--- src/rtl/plic_pkg.sv ---
// Shared defaults and claim FSM state type for the PLIC target slice.
package plic_pkg;

    localparam int N_SRC_DEF  = 31;
    localparam int PRIO_W_DEF = 3;
    localparam int ID_W_DEF   = $clog2(N_SRC_DEF + 1);

    typedef enum logic [1:0] {
        ST_IDLE   = 2'd0,
        ST_RESP   = 2'd1,
        ST_SETTLE = 2'd2
    } claim_state_e;

endpackage

--- src/rtl/plic_prio_tree.sv ---
// Combinational selector: highest-priority eligible source, lowest ID on ties.
module plic_prio_tree
    import plic_pkg::*;
#(
    parameter int N_SRC  = N_SRC_DEF,
    parameter int PRIO_W = PRIO_W_DEF,
    parameter int ID_W   = ID_W_DEF
) (
    input  logic [N_SRC-1:0]        elig,
    input  logic [N_SRC*PRIO_W-1:0] prio,
    output logic [ID_W-1:0]         best_id,
    output logic [PRIO_W-1:0]       best_prio
);

    // Strict '>' while scanning upward keeps the lowest ID among equal priorities.
    always_comb begin
        best_id   = '0;
        best_prio = '0;
        for (int k = 0; k < N_SRC; k++) begin
            if (elig[k] && (prio[k*PRIO_W +: PRIO_W] > best_prio)) begin
                best_id   = ID_W'(k + 1);
                best_prio = prio[k*PRIO_W +: PRIO_W];
            end
        end
    end

endmodule

--- src/rtl/plic_target.sv ---
// PLIC target: pending bits, registered arbiter, threshold irq, claim FSM and completion routing.
//   state     | meaning
//   ST_IDLE   | ready for a claim; claim_i captures the winning ID
//   ST_RESP   | claim_vld_o pulse with the captured ID
//   ST_SETTLE | one cycle for the arbiter to see the cleared pending bit
module plic_target
    import plic_pkg::*;
#(
    parameter  int N_SRC  = N_SRC_DEF,
    parameter  int PRIO_W = PRIO_W_DEF,
    localparam int ID_W   = $clog2(N_SRC + 1)
) (
    input  logic                    clk_i,
    input  logic                    rst_i,
    input  logic [N_SRC-1:0]        valid_i,
    output logic [N_SRC-1:0]        ready_o,
    output logic [N_SRC-1:0]        comp_o,
    input  logic [N_SRC*PRIO_W-1:0] prio_i,
    input  logic [N_SRC-1:0]        ie_i,
    input  logic [PRIO_W-1:0]       thold_i,
    input  logic                    claim_i,
    output logic                    claim_rdy_o,
    output logic                    claim_vld_o,
    output logic [ID_W-1:0]         claim_id_o,
    input  logic                    compl_i,
    input  logic [ID_W-1:0]         compl_id_i,
    output logic                    irq_o,
    output logic [N_SRC-1:0]        pend_o
);

    logic [N_SRC-1:0]  pend_q;
    logic [N_SRC-1:0]  elig;
    logic [N_SRC-1:0]  clr_mask;
    logic [N_SRC-1:0]  comp_d;
    logic [N_SRC-1:0]  comp_q;
    logic [ID_W-1:0]   best_id_d;
    logic [ID_W-1:0]   best_id_q;
    logic [PRIO_W-1:0] best_prio_d;
    logic [PRIO_W-1:0] best_prio_q;
    logic [ID_W-1:0]   cap_id;
    logic [ID_W-1:0]   claim_id_q;
    logic              irq_q;
    logic              claim_take;
    claim_state_e      state_q;
    claim_state_e      state_d;

    assign ready_o = valid_i & ~pend_q;
    assign pend_o  = pend_q;

    always_comb begin
        elig = '0;
        for (int k = 0; k < N_SRC; k++) begin
            elig[k] = pend_q[k] & ie_i[k] & (prio_i[k*PRIO_W +: PRIO_W] != '0);
        end
    end

    plic_prio_tree #(
        .N_SRC  (N_SRC),
        .PRIO_W (PRIO_W),
        .ID_W   (ID_W)
    ) u_prio_tree (
        .elig      (elig),
        .prio      (prio_i),
        .best_id   (best_id_d),
        .best_prio (best_prio_d)
    );

    assign cap_id = (best_prio_q > thold_i) ? best_id_q : '0;

    // One-hot decodes; IDs outside 1..N_SRC match no bit and are dropped.
    always_comb begin
        clr_mask = '0;
        comp_d   = '0;
        for (int k = 0; k < N_SRC; k++) begin
            clr_mask[k] = claim_take & (cap_id == ID_W'(k + 1));
            comp_d[k]   = compl_i & ie_i[k] & (compl_id_i == ID_W'(k + 1));
        end
    end

    always_comb begin
        state_d    = state_q;
        claim_take = 1'b0;
        case (state_q)
            ST_IDLE: begin
                if (claim_i) begin
                    claim_take = 1'b1;
                    state_d    = ST_RESP;
                end
            end
            ST_RESP:   state_d = ST_SETTLE;
            ST_SETTLE: state_d = ST_IDLE;
            default:   state_d = ST_IDLE;
        endcase
    end

    always_ff @(posedge clk_i) begin
        if (rst_i) begin
            state_q <= ST_IDLE;
        end else begin
            state_q <= state_d;
        end
    end

    // Claim clear is applied after the set so it wins on a same-cycle collision.
    always_ff @(posedge clk_i) begin
        if (rst_i) begin
            pend_q      <= '0;
            best_id_q   <= '0;
            best_prio_q <= '0;
            irq_q       <= 1'b0;
            claim_id_q  <= '0;
            comp_q      <= '0;
        end else begin
            pend_q      <= (pend_q | ready_o) & ~clr_mask;
            best_id_q   <= best_id_d;
            best_prio_q <= best_prio_d;
            irq_q       <= best_prio_q > thold_i;
            comp_q      <= comp_d;
            if (claim_take) begin
                claim_id_q <= cap_id;
            end
        end
    end

    // Gated by rst_i so a reset landing in RESP suppresses the pulse.
    assign claim_vld_o = (state_q == ST_RESP) & ~rst_i;
    assign claim_rdy_o = (state_q == ST_IDLE);
    assign claim_id_o  = claim_id_q;
    assign comp_o      = comp_q;
    assign irq_o       = irq_q;

endmodule

--- config.mk ---
export PLATFORM = sky130hd
export DESIGN_NAME = plic_target
export DESIGN_NICKNAME = d
export VERILOG_FILES = /design/src/rtl/plic_pkg.sv /design/src/rtl/plic_prio_tree.sv /design/src/rtl/plic_target.sv
export SDC_FILE = /design/constraint.sdc
export NUM_CORES = 1
export LEC_CHECK = 0
export CAP_MARGIN = 20
export CORE_MARGIN = 3
export CORE_UTILIZATION = 61
export DETAILED_ROUTE_END_ITERATION = 16
export DONT_BUFFER_PORTS = 1
export PLACE_DENSITY = 0.82
export SLEW_MARGIN = 20
export SYNTH_ARGS = -nofsm -noshare
export SYNTH_HDL_FRONTEND = slang
export SYNTH_SLANG_ARGS = --single-unit
--- constraint.sdc ---
create_clock -name clk_i -period 122.4 [get_ports clk_i]
set_clock_uncertainty 0.2 [all_clocks]
set_input_delay 24.48 -clock clk_i [delete_from_list [all_inputs] [get_ports clk_i]]
set_output_delay 24.48 -clock clk_i [all_outputs]
set_load 0.05 [all_outputs]
==> results.rst <==
.. list-table::
   :header-rows: 1

   * - Metric
     - Value
   * - Result of the run
     - finished clean
   * - Critical setup path kind
     - in -> reg
   * - Pint
     - 0.0660 mW
   * - Most frequent cell on the critical path
     - nor2_1
   * - Post-route minimum period
     - 67270 ps
   * - Highest Clock Rate
     - 14.9 MHz
   * - Post-synthesis share of cell area spent on full adders, half adders and majority gates
     - 7.10%
   * - Number of inserted diodes
     - 0
   * - Clock tree from TritonCTS
     - yes
   * - Share of synthesized cell area in and, or, nand and nor gates
     - 32.2%
   * - Gates resized, CTS repair
     - 0
   * - Drc violations
     - 0
   * - Relative contribution of sequential cells to total power
     - 28.2%
   * - Std-Cell Core Area
     - 11700 sq um
   * - Overall die area
     - 13600 sq um
   * - Maximum buffer depth of the clock tree
     - 2
   * - Part of the cycle the worst path needs
     - 55.0%
   * - Insertion delay of the later-clocked pin in the worst-skew pair
     - 350 ps
   * - Residual overflow from global routing
     - 0
   * - Weighted congestion at the end of routability-driven global placement
     - 0.987
   * - Number of vias in the routed layout
     - 8226
   * - Slowest-stage cell, CP
     - a311oi_2
   * - Number of flops mapped to enable cells by yosys
     - 0
   * - Mean instance size in the synthesized netlist
     - 7.21 sq um
   * - Wire length after detailed routing
     - 24500 um
   * - Worst Tran Pin Value
     - 1130 ps
   * - Syn Inst Count
     - 1036
   * - Fraction of final layout cells sized beyond drive strength 1
     - 7.20%
   * - Sequential fraction of the synthesis area
     - 20.9%
   * - Switching power share of the total
     - 44.1%
   * - Critical-path maximum fanout
     - 10
   * - RSZ-0062 raised after global routing
     - false
   * - Top-area cell type share of the netlist area
     - 20.9%
   * - Via density per instance
     - 6.95
   * - Post-route cell area
     - 7930 sq um
   * - Post-DP Area
     - 7620 sq um
   * - Combinational share of power
     - 48.2%
   * - Net total in the final layout
     - 1242
   * - Endpoints failing hold
     - 0
   * - Worst min-delay path category
     - reg -> reg
   * - Power per cell area
     - 14.9 nW/um^2
   * - Number of global-route vias before repair
     - 7308
   * - Largest family of logic cells by synthesized area
     - compound AO/OA/AOI/OAI gates
   * - Post-CTS repair timing setup buffer count
     - 0
   * - Remaining antenna violation count after routing
     - 0
   * - Initial detailed-routing violation count
     - 889
   * - Worst-case vdd ir drop
     - 0.0111 mV
   * - Clock-pin slew of the registers on the worst-case setup and hold paths
     - 70 ps
   * - Total of warnings raised by yosys
     - 0
   * - Post-CTS Hold Fix Bufs
     - 0
   * - Final HPWL DP
     - 19600 um
   * - Net switching power of the design
     - 0.0520 mW
   * - Boundary pin count
     - 268
   * - Req. time, crit path
     - 122420 ps
   * - Num CTS Buffers
     - 9
   * - Leak
     - 3.43 nW
   * - Distinct cell type count of the synthesized netlist
     - 89
   * - Top area cells in the synthesized netlist
     - dfxtp_1 21%, nor2_1 7.8%, ha_1 6.5%
   * - Final setup violation count
     - 0
   * - Leading cell types in the layout, fill and taps excluded
     - 155 x nor2_1, 78 x dfxtp_1, 74 x nand2_1
   * - CTS HTree Levels
     - 3
   * - Final setup TNS
     - 0 ps
   * - Total global routing track utilization
     - 33.8%
   * - Fraction of synthesized cell area in xor and xnor cells
     - 0%
   * - Initial standard-cell utilization of the core
     - 63.8%
   * - Count of clock tree sinks
     - 78
   * - Global-route wire length before repair
     - 36100 um
   * - Rel. slew slack
     - 24.8%
   * - Largest net degree at the start of global routing
     - 54
   * - Area fraction in compound gates after synthesis
     - 34.2%
   * - Number of flip-flops and latches in the synthesized netlist
     - 78
   * - Die X
     - 117 um
   * - Part of the total power dissipated in the clock network
     - 23.7%
   * - Growth of design area from synthesis to finish
     - 6.10%
   * - Critical Path End Type
     - flip-flop
   * - Cell type with the largest total area after synthesis
     - dfxtp_1
   * - Root cell of the clock tree
     - clkbuf_16
   * - Synthesized Nets
     - 1242
   * - Number of antenna violations at the first check in global routing
     - 0
   * - Die span in y
     - 117 um
   * - Number of max-cap violations
     - 0
   * - CP max stage delay
     - 540 ps
   * - Most common library cell in the layout ignoring fill and taps
     - nor2_1
   * - Final-report max-slew violation count
     - 0
   * - Wire length per cell after detailed routing
     - 20.7 um
   * - Endpoint arrival time on the critical path
     - 67300 ps
   * - Async SR Flop Fraction
     - 0%
   * - Number of core rows
     - 39
   * - Sort of element at the start of the critical path
     - input pin
   * - Multiplexer fraction of the synthesized cell area
     - 1.71%
   * - Pre-antenna DRT Iters
     - 5
   * - Cell area after synthesis
     - 7470 sq um
   * - PortBufs
     - 0
   * - Most used flip-flop cell after synthesis
     - dfxtp_1
==> power groups by stage <==
stage               logic [mW]  registers (mW)  clock network [mW]
floorplan               0.0455          0.0329                   0
global placement        0.0537          0.0337                   0
detailed placement      0.0553          0.0337                   0
CTS                     0.0558          0.0332              0.0281
global route            0.0638          0.0335              0.0292
finish                  0.0568          0.0333              0.0279
==> worst max-delay path: cells and delay by family <==
family	cells	cell delay, ps
compound gates	97	19810
simple gates	74	10520
fa+ha+maj	32	8830
mux	9	2920
buf+inv	8	620
==> metrics by stage <==
stage | total power, mW | setup slack (ps) | instances | utilization [%] | hold slack (ps)
2_1_floorplan | 0.0784 | 60010 | 1036 | - | 223
3_3_place_gp | 0.0874 | 56300 | 1168 | 65.1 | 250
3_5_place_dp | 0.0890 | 55340 | 1168 | 65.1 | 262
4_1_cts | 0.117 | 55400 | 1184 | 67.6 | 269
5_1_grt | 0.127 | 51270 | 1184 | 67.7 | 294
6_report | 0.118 | 55130 | 1184 | 67.7 | 274
==> flip-flops by register name (all words and copies together), names as in the netlist <==
register     count
best_id_q        5
comp_o          31
state_q          2
irq_o            1
pend_o          31
best_prio_q      3
claim_id_o       5
==> cell usage after synthesis (all sizes together), types with 15 or more instances <==
| cell | count |
|---|---|
| nor2b | 49 |
| a21oi | 64 |
| ha | 39 |
| nand2 | 74 |
| nand3 | 47 |
| nor2 | 155 |
| dfxtp | 78 |
| and2 | 21 |
| and3 | 58 |
| a31oi | 20 |
| a211oi | 42 |
| o211ai | 20 |
| o21ai | 48 |
| inv | 66 |
| nor3 | 21 |
| or2 | 18 |
| o21a | 15 |
==> final cells by class <==
type / instances / area [sq um]
well taps: 143 / 179
inverters: 66 / 248
fillers: 1022 / 3780
multi-input cells: 881 / 5640
flip-flops and latches: 78 / 1560
clock buffers: 11 / 243
clock inverters: 5 / 58.8
==> path summary, 6_finish.rpt <==
check | startpoint | end | slack [ps] | cells past startpoint
hold / removal | state_q[1] | state_q[1] | 270 | 1
hold reg to reg | state_q[1] | state_q[1] | 270 | 1
setup reg to reg | pend_o[0] | best_id_q[4] | 78320 | 220
setup / recovery | ie_i[0] | best_id_q[4] | 55130 | 220
==> cell families (layout without fill, tap and decap cells) <==
group | after synthesis | after routing
flops | 78 | 78
simple gates | 484 | 484
compound gates | 342 | 342
mux | 12 | 12
buf+inv | 77 | 82
fa+ha+maj | 43 | 43
==> routing by layer <==
layer	share of wire (%)	vias up	track usage, %
met5	0	-	0
met4	3.5	0	11.7
met3	11	68	10.6
met2	46	455	55.3
met1	40	3796	42.2
li1	-	3907	-
Power figures use the tool's default switching activity.
